[src/rtl/iter_divider_pkg.sv]
// Shared types and constants for the iterative 32-bit divider.
// Holds the FSM state encoding and the datapath width/step/latency figures.
package iter_divider_pkg;

  localparam int DIV_W       = 32;
  localparam int DIV_STEPS   = 32;
  localparam int DIV_LATENCY = 35;

  typedef enum logic [2:0] {
    ST_IDLE = 3'd0,
    ST_PREP = 3'd1,
    ST_ITER = 3'd2,
    ST_FIX  = 3'd3,
    ST_DONE = 3'd4
  } div_state_t;

  function automatic logic [DIV_W-1:0] twos_neg(input logic [DIV_W-1:0] v);
    return (~v) + {{(DIV_W-1){1'b0}}, 1'b1};
  endfunction

endpackage

[src/rtl/iter_divider_if.sv]
// Operand and result streams of the divider, bundled for port connection.
// The slave side is the divider; the master side is whoever feeds it.
interface iter_divider_if;
  import iter_divider_pkg::*;

  logic [DIV_W-1:0]   s_axis_dividend_tdata;
  logic               s_axis_dividend_tvalid;
  logic               s_axis_dividend_tready;
  logic [DIV_W-1:0]   s_axis_divisor_tdata;
  logic               s_axis_divisor_tvalid;
  logic               s_axis_divisor_tready;
  logic [2*DIV_W-1:0] m_axis_dout_tdata;
  logic               m_axis_dout_tvalid;

  modport slave (
    input  s_axis_dividend_tdata, s_axis_dividend_tvalid,
    input  s_axis_divisor_tdata, s_axis_divisor_tvalid,
    output s_axis_dividend_tready, s_axis_divisor_tready,
    output m_axis_dout_tdata, m_axis_dout_tvalid
  );

  modport master (
    output s_axis_dividend_tdata, s_axis_dividend_tvalid,
    output s_axis_divisor_tdata, s_axis_divisor_tvalid,
    input  s_axis_dividend_tready, s_axis_divisor_tready,
    input  m_axis_dout_tdata, m_axis_dout_tvalid
  );
endinterface

[src/rtl/div_iter_step.sv]
// One restoring radix-2 division step: shift in the next dividend bit,
// trial-subtract the divisor and keep the difference when it does not borrow.
module div_iter_step
  import iter_divider_pkg::*;
(
  input  logic [DIV_W:0]   rem_in,
  input  logic [DIV_W-1:0] quo_in,
  input  logic [DIV_W-1:0] divisor,
  output logic [DIV_W:0]   rem_out,
  output logic [DIV_W-1:0] quo_out
);
  logic [DIV_W:0] shifted;
  logic [DIV_W:0] diff;
  logic           q_bit;

  // rem_in < divisor always holds, so the borrow shows up in the top bit of diff.
  assign shifted = {rem_in[DIV_W-1:0], quo_in[DIV_W-1]};
  assign diff    = shifted - {1'b0, divisor};
  assign q_bit   = ~diff[DIV_W];
  assign rem_out = q_bit ? diff : shifted;
  assign quo_out = {quo_in[DIV_W-2:0], q_bit};

endmodule

[src/rtl/iter_divider.sv]
// Fixed-latency iterative divider (signed or unsigned by parameter).
// Quotient lives in the dividend shift register as bits shift out.
module iter_divider
  import iter_divider_pkg::*;
#(
  parameter bit SIGNED = 1'b1
) (
  input  logic          clk,
  input  logic          reset,
  iter_divider_if.slave bus
);
  div_state_t state, state_next;

  logic [DIV_W-1:0]   dividend_r, divisor_r, div_mag, quo_q, quo_step;
  logic [DIV_W:0]     rem_q, rem_step;
  logic [5:0]         step_cnt;
  logic               q_neg, r_neg;
  logic [2*DIV_W-1:0] dout_r;
  logic               accept, last_step;
  logic [DIV_W-1:0]   quo_fix, rem_fix;

  assign accept    = (state == ST_IDLE) && bus.s_axis_dividend_tvalid && bus.s_axis_divisor_tvalid;
  assign last_step = (step_cnt == 6'(DIV_STEPS - 1));

  assign bus.s_axis_dividend_tready = (state == ST_IDLE) && !reset;
  assign bus.s_axis_divisor_tready  = (state == ST_IDLE) && !reset;
  assign bus.m_axis_dout_tvalid     = (state == ST_DONE);
  assign bus.m_axis_dout_tdata      = dout_r;

  div_iter_step u_step (
    .rem_in  (rem_q),
    .quo_in  (quo_q),
    .divisor (div_mag),
    .rem_out (rem_step),
    .quo_out (quo_step)
  );

  assign quo_fix = q_neg ? twos_neg(quo_q) : quo_q;
  assign rem_fix = r_neg ? twos_neg(rem_q[DIV_W-1:0]) : rem_q[DIV_W-1:0];

  always_ff @(posedge clk) begin
    if (reset) state <= ST_IDLE;
    else       state <= state_next;
  end

  always_comb begin
    state_next = state;
    unique case (state)
      ST_IDLE: if (accept) state_next = ST_PREP;
      ST_PREP: state_next = ST_ITER;
      ST_ITER: if (last_step) state_next = ST_FIX;
      ST_FIX:  state_next = ST_DONE;
      ST_DONE: state_next = ST_IDLE;
      default: state_next = ST_IDLE;
    endcase
  end

  always_ff @(posedge clk) begin
    if (reset) begin
      dividend_r <= '0;
      divisor_r  <= '0;
      div_mag    <= '0;
      quo_q      <= '0;
      rem_q      <= '0;
      step_cnt   <= '0;
      q_neg      <= 1'b0;
      r_neg      <= 1'b0;
      dout_r     <= '0;
    end else begin
      unique case (state)
        ST_IDLE: begin
          if (accept) begin
            dividend_r <= bus.s_axis_dividend_tdata;
            divisor_r  <= bus.s_axis_divisor_tdata;
          end
        end
        ST_PREP: begin
          div_mag  <= (SIGNED && divisor_r[DIV_W-1])  ? twos_neg(divisor_r)  : divisor_r;
          quo_q    <= (SIGNED && dividend_r[DIV_W-1]) ? twos_neg(dividend_r) : dividend_r;
          rem_q    <= '0;
          step_cnt <= '0;
          q_neg    <= SIGNED && (dividend_r[DIV_W-1] ^ divisor_r[DIV_W-1]);
          r_neg    <= SIGNED && dividend_r[DIV_W-1];
        end
        ST_ITER: begin
          rem_q    <= rem_step;
          quo_q    <= quo_step;
          step_cnt <= step_cnt + 6'd1;
        end
        ST_FIX: begin
          // Divide-by-zero bypasses sign fix-up so the dividend comes back untouched.
          if (divisor_r == '0) dout_r <= {{DIV_W{1'b1}}, dividend_r};
          else                 dout_r <= {quo_fix, rem_fix};
        end
        default: ;
      endcase
    end
  end

endmodule

[src/flat_wrapper.sv]
// flat-port wrapper written by rule: the top's interface ports become plain ports
module iter_divider_flat import iter_divider_pkg::*;
#(
  parameter bit SIGNED = 1'b1
)
  (clk, reset, bus_s_axis_dividend_tdata, bus_s_axis_dividend_tvalid, bus_s_axis_divisor_tdata, bus_s_axis_divisor_tvalid, bus_s_axis_dividend_tready, bus_s_axis_divisor_tready, bus_m_axis_dout_tdata, bus_m_axis_dout_tvalid);
  iter_divider_if bus_i ();
  input  logic clk;
  input  logic reset;
  input wire logic [$bits(bus_i.s_axis_dividend_tdata)-1:0] bus_s_axis_dividend_tdata;
  input wire logic [$bits(bus_i.s_axis_dividend_tvalid)-1:0] bus_s_axis_dividend_tvalid;
  input wire logic [$bits(bus_i.s_axis_divisor_tdata)-1:0] bus_s_axis_divisor_tdata;
  input wire logic [$bits(bus_i.s_axis_divisor_tvalid)-1:0] bus_s_axis_divisor_tvalid;
  output wire logic [$bits(bus_i.s_axis_dividend_tready)-1:0] bus_s_axis_dividend_tready;
  output wire logic [$bits(bus_i.s_axis_divisor_tready)-1:0] bus_s_axis_divisor_tready;
  output wire logic [$bits(bus_i.m_axis_dout_tdata)-1:0] bus_m_axis_dout_tdata;
  output wire logic [$bits(bus_i.m_axis_dout_tvalid)-1:0] bus_m_axis_dout_tvalid;
  assign bus_i.s_axis_dividend_tdata = bus_s_axis_dividend_tdata;
  assign bus_i.s_axis_dividend_tvalid = bus_s_axis_dividend_tvalid;
  assign bus_i.s_axis_divisor_tdata = bus_s_axis_divisor_tdata;
  assign bus_i.s_axis_divisor_tvalid = bus_s_axis_divisor_tvalid;
  assign bus_s_axis_dividend_tready = bus_i.s_axis_dividend_tready;
  assign bus_s_axis_divisor_tready = bus_i.s_axis_divisor_tready;
  assign bus_m_axis_dout_tdata = bus_i.m_axis_dout_tdata;
  assign bus_m_axis_dout_tvalid = bus_i.m_axis_dout_tvalid;
  iter_divider #(.SIGNED(SIGNED)) u_core (.clk(clk), .reset(reset), .bus(bus_i));
endmodule
[config.mk]
export PLATFORM = sky130hd
export DESIGN_NAME = iter_divider_flat
export DESIGN_NICKNAME = d
export VERILOG_FILES = /design/src/rtl/iter_divider_pkg.sv /design/src/rtl/iter_divider_if.sv /design/src/rtl/div_iter_step.sv /design/src/rtl/iter_divider.sv /design/src/flat_wrapper.sv
export SDC_FILE = /design/constraint.sdc
export NUM_CORES = 1
export LEC_CHECK = 0
export CAP_MARGIN = 20
export CORE_MARGIN = 4
export CORE_UTILIZATION = 62
export DETAILED_ROUTE_END_ITERATION = 8
export GPL_ROUTABILITY_DRIVEN = 0
export PLACE_DENSITY = 0.91
export SLEW_MARGIN = 30
export SYNTH_ARGS = -nofsm -noshare
export SYNTH_HDL_FRONTEND = slang
export SYNTH_SLANG_ARGS = --single-unit
[constraint.sdc]
create_clock -name clk -period 9.1 [get_ports clk]
set_input_delay 0.91 -clock clk [delete_from_list [all_inputs] [get_ports clk]]
set_output_delay 0.91 -clock clk [all_outputs]
set_load 0.03 [all_outputs]
Word level (Yosys, flattened, before mapping)

Index checks and enable logic that the tools add are counted.

Bits of input ports: 68
Register bits after elaboration: 235
Word-level logic and storage cells: 50
Output and inout port bits: 67

Multiplexer cells: 12
$add $sub $neg: 6
Bitwise logic cells: 6
Reductions and logical operators: 9
Eq/ne operators: 7

Operator list:

| operator                                                                 | number |
|---|---|
| 32-bit 2-to-1 mux                                                        | 5 |
| 32-bit by 1-bit adder with 32-bit output (second input constant)         | 4 |
| 32-bit NOT                                                               | 4 |
| 32-bit case mux with 2 select lines                                      | 2 |
| 64-bit 2-to-1 mux                                                        | 1 |
| 33-bit by 32-bit subtractor with 33-bit output                           | 1 |
| 32-bit zero test                                                         | 1 |
| 3-bit case mux with 4 select lines                                       | 1 |
| 6-bit case mux with 2 select lines                                       | 1 |
| 6-bit by 1-bit adder with 6-bit output (second input constant)           | 1 |
| 3-bit by 2-bit equality test with 1-bit output (second input constant)   | 2 |
| 6-bit by 5-bit equality test with 1-bit output (second input constant)   | 1 |
| 3-bit 2-to-1 mux                                                         | 2 |
| 2-bit by 1-bit inequality test with 1-bit output (second input constant) | 2 |
| 2-bit AND reduction                                                      | 2 |
| 3-bit by 1-bit equality test with 1-bit output (second input constant)   | 1 |
| 3-bit equality test (second input constant)                              | 1 |
| 1-bit logical AND                                                        | 3 |
| 3-bit zero test                                                          | 1 |
| 2-bit nonzero test                                                       | 1 |
| 1-bit zero test                                                          | 1 |
| 1-bit NOT                                                                | 1 |
| 1-bit bitwise XOR                                                        | 1 |

Depth between registers and ports, before layout

Gate-level depths: netlist of run 1.

Word-level depth: 5
Mapped depth: 13
Mapped depth without buffers: 12

Modules after synthesis

From an unflattened synthesis of run 1, not the netlist that was laid out.

Cell total of the unflattened synthesis: 1757
Area total of the unflattened synthesis: 14024.7 µm²

By module, submodules not included:

| module        | times used | cells an instance | area an instance (µm²) | seq. area each (µm²) |
|---|---|---|---|---|
| iter_divider  | 1          | 1365              | 11294.6                | 4724.5 |
| div_iter_step | 1          | 392               | 2730.1                 | 0.0 |

Least setup slack after synthesis of run 1

OpenSTA, ideal clock, no wires.

Path kind: input to output
From: input reset
To: output bus_s_axis_divisor_tready
Slack: 5603 ps
Path buffers: 3
Data arrival time: 2587 ps
Required time: 8190 ps
Stages: 4
Cells stage by stage: clkbuf_1 > clkbuf_1 > nor4_1 > buf_4

Word-level cells in the longest chain between the ends: 2

Ends and longest elaborated chain:

| what              | line               | source |
|---|---|---|
| start, declared   | flat_wrapper.sv:9  | `input logic reset;` |
| 1-bit zero test   | --                 |  |
| 1-bit logical AND | --                 |  |
| end, declared     | flat_wrapper.sv:15 | `output wire logic [$bits(bus_i.s_axis_divisor_tready)-1:0] bus_s_axis_divisor_tready;` |

No other way between the ends.

Final worst setup path of run 1

From: register u_core.quo_q[31]
To: register u_core.rem_q[12]

Word-level cells in the longest chain between the ends: 3

Ends and longest elaborated chain:

| what                                           | line                | source |
|---|---|---|
| start, declared                                | iter_divider.sv:14  | `logic [DIV_W-1:0] dividend_r, divisor_r, div_mag, quo_q, quo_step;` |
| start signal, assigned                         | iter_divider.sv:79  | `quo_q <= (SIGNED && dividend_r[DIV_W-1]) ? twos_neg(dividend_r) : dividend_r;` |
| start signal, assigned                         | iter_divider.sv:87  | `quo_q <= quo_step;` |
| 33-bit by 32-bit subtractor with 33-bit output | div_iter_step.sv:18 | `assign diff = shifted - {1'b0, divisor};` |
| 32-bit 2-to-1 mux                              | div_iter_step.sv:20 | `assign rem_out = q_bit ? diff : shifted;` |
| 32-bit case mux with 2 select lines            | iter_divider.sv:70  | `unique case (state)` |
| end signal, assigned                           | iter_divider.sv:86  | `rem_q <= rem_step;` |
| end, declared                                  | iter_divider.sv:15  | `logic [DIV_W:0] rem_q, rem_step;` |

No other way between the ends.
A chain may end at the register's enable or synchronous reset.

==> metrics.md, run 1 <==
| Metric | Value |
|---|---|
| Final Instance Area | 15,500 µm² |
| CTS Hold Buffers Added | 0 |
| CP startpoint kind | register |
| Vias in the first global route | 12,000 |
| Leakage | 5.79 nW |
| Row count | 53 |
| Syn Inst Count | 1,708 |
| EDFF count, synth | 0 |
| Filler Cell Count | 1,520 |
| Reg power frac | 0.393 |
| Main flop type after synthesis | dfxtp_1 |
| Max Cap Violations | 0 |
| Power Dens Cells | 181 nW/µm² |
| Hold path depth | 2 |
| Clk_skew | 19.6 ps |
| Layout overhead on the synthesized area | 16.7% |
| Slew Viols, Final | 0 |
| Netlist cell types | 75 |
| Total die area | 23,900 µm² |
| Clock Latency Late Sink | 540 ps |
| Multi-input gate area | 7990 µm² |
| DRC | 0 |
| Final wirelength | 36.3 mm |
| 1st-pass router iterations | 6 |
| Fin nets | 1,866 |
| Final setup vio count | 0 |
| Seq/Total Area, Yosys | 0.353 |
| Clk sinks | 235 |
| Final Hold Viols | 0 |
| Final HPWL DP | 24.9 mm |
| H-tree Lvls | 1 |
| Top Ports | 135 |
| Gate power share | 0.225 |
| DR WL met2 | 16.8 mm |
| ANT nets after route | 0 |
| Initial drt markers | 1,528 |
| Vias/cell | 6.27 |
| Initial antenna violation count | 0 |
| Chip width | 155 µm |
| Vias | 12,900 |
| IO buf count | 134 |
| Routed WL per cell | 17.6 µm |
| Largest net degree at the start of global routing | 118 |
| Worst-path clk slew | 60 ps |
| Metal3 WL | 3.28 mm |
| Setup CP Type | reg -> reg |
| Mapped Area | 13,300 µm² |
| Least-Margin Pin Slew | 966 ps |
| Final period utilization | 0.421 |
| Syn Area/Cell | 7.79 µm² |
| FF-to-FF Start | u_core.quo_q[31] |
| CTS Buffer Depth | 3 |
| Core footprint | 21,100 µm² |
| FF-to-FF path depth | 13 |
| Status | complete, no violations |
| Routed met1 length | 14.6 mm |
| First-pass GRT wire length | 59.2 mm |
| Sequential cell area | 4710 µm² |
| Asr flop ratio synth | 0 |
| Post-layout min period | 3830 ps |
| Worst IR Drop VDD | 151 µV |
| Crit path DAT | 4210 ps |
| Post-cts resize count | 0 |
| Die Height | 155 µm |
| Hold Path End | u_core.divisor_r[6] |
| Slew headroom | 0.356 |
| Critical Path End Type | register |
| Share of cells above drive strength 1 | 0.0500 |
| Clk network pwr share | 0.381 |
| TritonCTS Buffers | 26 |
| Fmax | 261 MHz |
| Antenna diodes | 0 |
| Switching component of the power | 0.000863 W |
| Crit. Startpoint | u_core.quo_q[31] |
| Worst Path Required | 9490 ps |
| Setup TNS | 0 ps |
| Placed Area | 14,600 µm² |
| R2R Setup Slk | 5270 ps |
| Overflow after GRT | 0 |
| Pint | 0.00195 W |
| Hold_sp | u_core.divisor_r[6] |
| Synth Net Count | 1,814 |
| Clk Tree Root Cell | clkbuf_16 |
| Top routing layer used | met4 |
| Number of synthesized register bits | 235 |
| Setup Buffers After CTS | 0 |
| Hold Crit Class | reg -> reg |
| RSZ-0062 raised after global routing | false |
| Reg-to-Reg End | u_core.rem_q[12] |
| Yosys warns | 0 |
| Gr usage total | 0.291 |
| Initial Util | 0.631 |
| CTS tree | built |
| Critical path peak fanout | 40 |
| Switching Fraction | 0.307 |
[registers in the layout, indices dropped and copies added (netlist names)]
register / flops
u_core.bus.m_axis_dout_tdata: 64
u_core.div_mag: 32
u_core.dividend_r: 32
u_core.divisor_r: 32
u_core.quo_q: 32
u_core.rem_q: 32
u_core.step_cnt: 6
u_core.state: 3
u_core.q_neg: 1
u_core.r_neg: 1
[stage by stage]
stage	total power, W	utilization	instances	worst slack (ps)	hold WS [ps]
after floorplan	0.00158	-	1708	5600	432
after global placement	0.00171	0.694	2007	5660	442
after detailed placement	0.00173	0.695	2007	5490	450
after CTS	0.00280	0.736	2055	5380	458
after global routing	0.00292	0.737	2055	4990	479
final	0.00281	0.737	2055	5270	456
[cell usage after synthesis (all sizes together) (5+ instances only)]
library cell	count	share of area
a211oi	44	0.025
a21o	18	0.010
a21oi	180	0.068
a221oi	7	0.0046
a22o	11	0.0072
a22oi	26	0.015
a311oi	31	0.020
a31oi	7	0.0033
and3	5	0.0024
buf	16	0.0069
clkbuf	107	0.030
dfxtp	235	0.35
ha	37	0.035
inv	47	0.013
mux2i	8	0.0060
nand2	297	0.084
nand2b	17	0.0080
nand3	16	0.0060
nand3b	8	0.0045
nand4	10	0.0047
nand4b	5	0.0038
nor2	142	0.040
nor2b	8	0.0038
nor3	15	0.0060
nor3b	5	0.0028
nor4	13	0.0077
o211ai	25	0.014
o21ai	79	0.030
o22ai	5	0.0024
o31ai	34	0.022
o41ai	19	0.014
or2	9	0.0042
or3	17	0.0084
or4	18	0.011
xnor2	59	0.039
xor2	86	0.057
[layer usage]
metal | track usage | up-vias
li1 | - | 6179
met1 | 0.379 | 5886
met2 | 0.489 | 669
met3 | 0.0445 | 144
met4 | 0.115 | 0
met5 | 0 | -
[final cells by class]
class | instances | area share
Sequential cell | 235 | 0.303
Clock inverter | 10 | 0.00757
Timing Repair Buffer | 147 | 0.0929
Multi-Input combinational cell | 1303 | 0.514
Inverter | 47 | 0.0114
Tap cell | 275 | 0.0221
Clock buffer | 38 | 0.0493
[worst max-delay path by stage]
stage / end / slack (ps) / depth (start not counted)
after floorplan: bus_s_axis_divisor_tready / 5600 / 4
after global placement: u_core.rem_q[12] / 5660 / 13
after detailed placement: u_core.rem_q[12] / 5490 / 13
after CTS: u_core.rem_q[12] / 5380 / 13
after global routing: u_core.rem_q[12] / 4990 / 13
final: u_core.rem_q[12] / 5270 / 13
[cell usage in the layout, fill, tap and decap left out, types with 15 or more instances in the layout]
| master | Yosys | final |
|---|---|---|
| xor2_1 | 86 | 85 |
| o21ai_0 | 45 | 45 |
| a21oi_1 | 180 | 180 |
| clkdlybuf4s50_1 | 0 | 133 |
| or4_1 | 15 | 15 |
| nand2_1 | 297 | 296 |
| o31ai_1 | 31 | 31 |
| nand3_1 | 16 | 16 |
| clkbuf_16 | 0 | 26 |
| dfxtp_1 | 235 | 234 |
| inv_1 | 47 | 47 |
| nor2_1 | 142 | 141 |
| nand2b_1 | 17 | 17 |
| a211oi_1 | 44 | 44 |
| xnor2_1 | 59 | 58 |
| o41ai_1 | 17 | 17 |
| o211ai_1 | 25 | 25 |
| a21o_1 | 18 | 18 |
| a311oi_1 | 31 | 31 |
| a22oi_1 | 26 | 26 |
| or3_1 | 16 | 15 |
| ha_1 | 37 | 37 |
| o21ai_1 | 34 | 34 |
[critical path: stages (launching register included)]
cell,delay [ps]
dfxtp_1,330
inv_1,100
ha_1,250
fa_1,380
nand2b_1,190
a21oi_1,250
o211ai_1,240
a31oi_1,390
o31ai_4,180
xor2_2,480
buf_4,480
nor3_1,140
a31oi_1,160
a21oi_1,90
[power by group through the flow]
stage | Sequential (W) | Clock, W | Combinational [W]
2_1_floorplan | 0.00111 | 0 | 0.000468
3_3_place_gp | 0.00112 | 0 | 0.000591
3_5_place_dp | 0.00112 | 0 | 0.000609
4_1_cts | 0.00110 | 0.00108 | 0.000620
5_1_grt | 0.00111 | 0.00112 | 0.000694
6_report | 0.00110 | 0.00107 | 0.000633
[cells by family after synthesis]
| kind of cell | synth area share |
|---|---|
| AO/OA/AOI/OAI | 0.258 |
| flip-flops | 0.353 |
| buffers and inverters | 0.0503 |
| AND/OR/NAND/NOR | 0.201 |
| adder cells (fa/ha/maj) | 0.0363 |
| XOR/XNOR | 0.0954 |
| multiplexers | 0.00602 |
Note: power is estimated with default switching activity, not from simulation.
==> run 2: changes to the inputs <==
--- a/config.mk
+++ b/config.mk
@@ -7,10 +7,10 @@
 export LEC_CHECK = 0
 export CAP_MARGIN = 20
 export CORE_MARGIN = 4
-export CORE_UTILIZATION = 62
+export CORE_UTILIZATION = 52
 export DETAILED_ROUTE_END_ITERATION = 8
 export GPL_ROUTABILITY_DRIVEN = 0
-export PLACE_DENSITY = 0.91
+export PLACE_DENSITY = 0.82
 export SLEW_MARGIN = 30
 export SYNTH_ARGS = -nofsm -noshare
 export SYNTH_HDL_FRONTEND = slang
==> constraint.sdc (replaced) <==
create_clock -name clk -period 3.2 [get_ports clk]
set_input_delay 0.32 -clock clk [delete_from_list [all_inputs] [get_ports clk]]
set_output_delay 0.32 -clock clk [all_outputs]
set_load 0.03 [all_outputs]
==> metrics.md, run 2 (synthesis results as in run 1) <==
| Metric | Value |
|---|---|
| DRC | 0 |
| CTS Hold Buffers Added | 0 |
| Reg-to-Reg End | u_core.rem_q[12] |
| Top Ports | 135 |
| Initial antenna violation count | 0 |
| Final HPWL DP | 26.7 mm |
| Vias/cell | 6.03 |
| Clk Tree Root Cell | clkbuf_16 |
| Clock Latency Late Sink | 540 ps |
| FF-to-FF Start | u_core.rem_q[3] |
| Reg power frac | 0.375 |
| Critical path's slowest cell | dfxtp_1 |
| Initial drt markers | 1,358 |
| Layout overhead on the synthesized area | 21.5% |
| Final wirelength | 38.1 mm |
| Setup CP Type | reg -> reg |
| Most common cell after layout, fill and taps aside | nand2_1 |
| Largest net degree at the start of global routing | 94 |
| Hold Crit Class | in -> reg |
| Setup TNS | 0 ps |
| Critical path peak fanout | 13 |
| First-pass GRT wire length | 59.9 mm |
| Hold Path End | u_core.bus.m_axis_dout_tdata[24] |
| Post-layout min period | 3100 ps |
| Hold path depth | 2 |
| CP peak stage delay | 480 ps |
| Row count | 58 |
| Total die area | 28,200 µm² |
| Power Dens Cells | 516 nW/µm² |
| Status | complete, no violations |
| Share of cells above drive strength 1 | 0.0810 |
| Routed WL per cell | 17.6 µm |
| TritonCTS Buffers | 26 |
| Finished Layout Cells | 2,158 |
| R2R Setup Slk | 100 ps |
| Die Height | 168 µm |
| Slew Viols, Final | 0 |
| Initial Util | 0.529 |
| Gr usage total | 0.251 |
| Least-Margin Pin Slew | 893 ps |
| CTS Buffer Depth | 3 |
| H-tree Lvls | 1 |
| Worst Path Required | 3590 ps |
| Leakage | 6.09 nW |
| Overflow after GRT | 0 |
| Slew headroom | 0.404 |
| Clk sinks | 235 |
| Chip width | 168 µm |
| CP most frequent cell | o211ai_1 |
| Core footprint | 25,200 µm² |
| Tot Pwr | 0.00835 W |
| Clk_skew | 9.59 ps |
| Placed cells | 2,106 |
| Fmax | 322 MHz |
| Pint | 0.00581 W |
| Gate power share | 0.247 |
| Antenna diodes | 0 |
| Fin nets | 1,916 |
| IO buf count | 134 |
| Switching Fraction | 0.304 |
| 1st-pass router iterations | 8 |
| Placed Area | 15,100 µm² |
| Crit-path cells | ha_1 -> o211ai_1 -> a21oi_4 -> o211ai_1 -> a31oi_2 -> o31ai_4 -> xor2_4 -> buf_12 -> nor3_1 -> a31oi_1 -> a21oi_1 |
| CP startpoint kind | register |
| Max reg flops | 64 |
| Critical Path End Type | register |
| Worst-path clk slew | 60 ps |
| Worst IR Drop VDD | 394 µV |
| Clk network pwr share | 0.378 |
| Switching component of the power | 0.00253 W |
| CTS tree | built |
| Max Cap Violations | 0 |
| Final setup vio count | 0 |
| FF-to-FF path depth | 11 |
| Crit path DAT | 3490 ps |
| Hold_sp | reset |
| Vias | 13,000 |
| Final Hold Viols | 0 |
| Commonest non-fill, non-tap cells in the layout | nand2_1 (296), dfxtp_1 (232), a21oi_1 (179), nor2_1 (141), clkdlybuf4s50_1 (133) |
| ANT nets after route | 0 |
| Final Instance Area | 16,200 µm² |
| Final period utilization | 0.969 |
| Vias in the first global route | 12,100 |
[run 2: cell type report]
type	count	area, µm²
inverters	47	179
well taps	330	413
flip-flops and latches	235	4710
clock buffers	40	793
repair buffers	197	1900
clock inverters	6	116
multi-input cells	1303	8060
fillers	2083	9010
[run 2: timing repair]
item                                    4_1_cts  5_1_grt
gates cloned                                  0        2
endpoints found under the hold margin         0        0
endpoints found under the setup margin        1       32
pin swaps                                     1       10
resized for setup                             1       17
buffers inserted                              0        4
[run 2: worst max-delay path, delay by kind of cell, from the launching register on]
kind	cells	cell delay [ps]
AO/OA/AOI/OAI	7	1550
XOR/XNOR	1	320
adder cells (fa/ha/maj)	1	350
buffers and inverters	1	190
flip-flops	1	480
AND/OR/NAND/NOR	1	60
[run 2: per-stage QoR]
step,worst slack [ps],hold WS [ps],utilization
detailed placement,-40.7,444,0.599
CTS,2.14,256,0.635
global placement,32.0,442,0.599
finish,98.2,259,0.642
global route,-40.2,297,0.642
floorplan,219,432,-
[run 2: worst max-delay path by stage]
stage,from,to,slack [ps],depth (start not counted)
final,u_core.rem_q[3],u_core.rem_q[12],100,11
after global routing,u_core.div_mag[3],u_core.rem_q[16],-40,12
after CTS,u_core.quo_q[31],u_core.rem_q[24],2,13
after detailed placement,u_core.quo_q[31],u_core.rem_q[24],-40,13
after global placement,u_core.quo_q[31],u_core.rem_q[24],30,13
after floorplan,u_core.quo_q[31],u_core.rem_q[24],220,12
[run 2: metal layers]
metal | vias up | GRT usage | wire length [µm]
met5 | - | 0 | 0
met4 | 0 | 0.0903 | 1320
met3 | 112 | 0.0322 | 3190
met2 | 566 | 0.409 | 17500
met1 | 6080 | 0.343 | 16100
li1 | 6264 | - | -
[run 2: power groups by stage]
stage | sequential (W) | clock, W | combinational [W]
floorplan | 0.00317 | 0 | 0.00133
global placement | 0.00318 | 0 | 0.00179
detailed placement | 0.00319 | 0 | 0.00184
CTS | 0.00313 | 0.00318 | 0.00186
global route | 0.00314 | 0.00330 | 0.00223
finish | 0.00313 | 0.00315 | 0.00206
==> run 3: changes to the inputs <==
--- a/config.mk
+++ b/config.mk
@@ -6,8 +6,10 @@
 export NUM_CORES = 1
 export LEC_CHECK = 0
 export CAP_MARGIN = 20
+export CELL_PAD_IN_SITES_DETAIL_PLACEMENT = 1
+export CELL_PAD_IN_SITES_GLOBAL_PLACEMENT = 1
 export CORE_MARGIN = 4
-export CORE_UTILIZATION = 52
+export CORE_UTILIZATION = 39
 export DETAILED_ROUTE_END_ITERATION = 8
 export GPL_ROUTABILITY_DRIVEN = 0
 export PLACE_DENSITY = 0.82
==> metrics.md, run 3 (synthesis results as in run 1) <==
| Metric | Value |
|---|---|
| Top Ports | 135 |
| IO buf count | 134 |
| Total die area | 37,100 µm² |
| TritonCTS Buffers | 29 |
| DRC | 0 |
| Antenna diodes | 0 |
| Tot Pwr | 0.00850 W |
| CP most frequent cell | buf_4 |
| Critical path's slowest cell | dfxtp_1 |
| Vias | 13,100 |
| Post-layout min period | 3070 ps |
| Top routing layer used | met5 |
| Final period utilization | 0.959 |
| Power Dens Cells | 519 nW/µm² |
| Final setup vio count | 0 |
| Final HPWL DP | 31.8 mm |
| First-pass GRT wire length | 70.5 mm |
| Critical Path End Type | register |
| Clk_skew | 35.6 ps |
| Fin nets | 1,931 |
| Crit path DAT | 3540 ps |
| Initial Util | 0.396 |
| R2R Setup Slk | 130 ps |
| Die Height | 193 µm |
| Pint | 0.00585 W |
| Setup CP Type | reg -> reg |
| Leakage | 6.15 nW |
| Layout overhead on the synthesized area | 23.1% |
| CTS Buffer Depth | 3 |
| Slew Viols, Final | 0 |
| Row count | 67 |
| Initial drt markers | 755 |
| CTS tree | built |
| RSZ-0062 raised after global routing | true |
| Slew headroom | 0.440 |
| Clk Tree Root Cell | clkbuf_16 |
| Least-Margin Pin Slew | 840 ps |
| Chip width | 193 µm |
| Commonest non-fill, non-tap cells in the layout | nand2_1 (296), dfxtp_1 (234), a21oi_1 (177), nor2_1 (140), clkdlybuf4s50_1 (133) |
| Fmax | 326 MHz |
| Max Cap Violations | 0 |
| Status | complete, no violations |
| Overflow after GRT | 0 |
| Clk network pwr share | 0.391 |
| Most common cell after layout, fill and taps aside | nand2_1 |
| Max reg flops | 64 |
| Initial antenna violation count | 1 |
| Largest net degree at the start of global routing | 90 |
| Crit-path cells | buf_4 -> inv_1 -> ha_1 -> nor2b_1 -> o2111ai_1 -> a21oi_2 -> o2bb2ai_1 -> buf_4 -> o21ba_2 -> o31ai_1 -> xor2_1 -> mux2i_1 -> o21ai_1 |
| Final Hold Viols | 0 |
| H-tree Lvls | 1 |
| Critical path peak fanout | 4 |
| Share of cells above drive strength 1 | 0.0877 |
| Setup TNS | 0 ps |
| Final wirelength | 44.0 mm |
| Switching Fraction | 0.312 |
| ANT nets after route | 0 |
| Vias in the first global route | 13,200 |
| CP peak stage delay | 450 ps |
| Switching component of the power | 0.00265 W |
| Core footprint | 33,600 µm² |
| Clock Latency Late Sink | 570 ps |
| Gate power share | 0.240 |
| Clk sinks | 235 |
| Reg power frac | 0.369 |
| Final design utilization | 0.487 |
| Routed WL per cell | 19.2 µm |
| 1st-pass router iterations | 6 |
| Worst-path clk slew | 60 ps |
| Routed met1 length | 19.8 mm |
| Hold Crit Class | in -> reg |
| Vias/cell | 5.69 |
| Worst IR Drop VDD | 491 µV |
| DR WL met2 | 20.7 mm |
| CP startpoint kind | register |
| Worst Path Required | 3670 ps |
| Gr usage total | 0.230 |
| Metal3 WL | 2.18 mm |
==> run 3: cell count changes in the layout (fill, tap and decap cells not counted), sizes merged <==
| cell | delta |
|---|---|
| buf | +14 |
| bufinv | -1 |
| clkbuf | +3 |
| clkinvlp | +2 |
| inv | +1 |
==> run 3: worst paths after layout <==
path	from	end	cells after the start
worst min-delay path	reset	u_core.bus.m_axis_dout_tdata[50]	2
worst min register to register	u_core.div_mag[20]	u_core.div_mag[20]	2
worst max-delay path	u_core.div_mag[1]	u_core.rem_q[29]	13
worst max register to register	u_core.div_mag[1]	u_core.rem_q[29]	13
==> run 3: layout make-up <==
class	count	area [µm²]
well taps	448	561
clock inverters	8	98.8
flip-flops and latches	235	4710
clock buffers	45	866
multi-input cells	1303	8030
fillers	4014	17200
inverters	47	176
repair buffers	209	1940
==> run 3: power groups by stage <==
stage / logic [W] / registers (W) / clock network (W)
after global routing: 0.00225 / 0.00315 / 0.00349
after floorplan: 0.00133 / 0.00317 / 0
after CTS: 0.00201 / 0.00313 / 0.00337
final: 0.00204 / 0.00314 / 0.00332
after detailed placement: 0.00197 / 0.00320 / 0
after global placement: 0.00190 / 0.00319 / 0
==> run 3: what timing repair did <==
item                       4_1_cts  5_1_grt
setup endpoints to repair        1       45
hold buffers                     0        0
buffers inserted                 0        1
pin swaps                        0        2
resized for setup                1        9
==> run 3: critical path, delay by kind of cell (launching register included) <==
kind / cells / cell delay [ps]
AOI/OAI and AO/OA: 6 / 1240
xor gates and xnor gates: 1 / 280
adders and majority gates: 1 / 270
buffers and inverters: 3 / 400
DFF: 1 / 450
muxes: 1 / 130
and+or+nand+nor: 1 / 220
==> run 3: stage by stage <==
stage / hold slack [ps] / instances / setup WS, ps / area [µm²]
CTS: 88.1 / 2294 / 4.92 / 16300
global route: 113 / 2295 / -67.6 / 16400
global placement: 445 / 2241 / 129 / 15400
detailed placement: 453 / 2241 / -23.7 / 15400
floorplan: 432 / 1708 / 219 / 13300
finish: 106 / 2295 / 130 / 16400
==> run 3: metal layers <==
metal  GRT usage  vias up
li1            -     6292
met1       0.305     6385
met2       0.389      295
met3      0.0329       82
met4      0.0636        2
met5           0        -
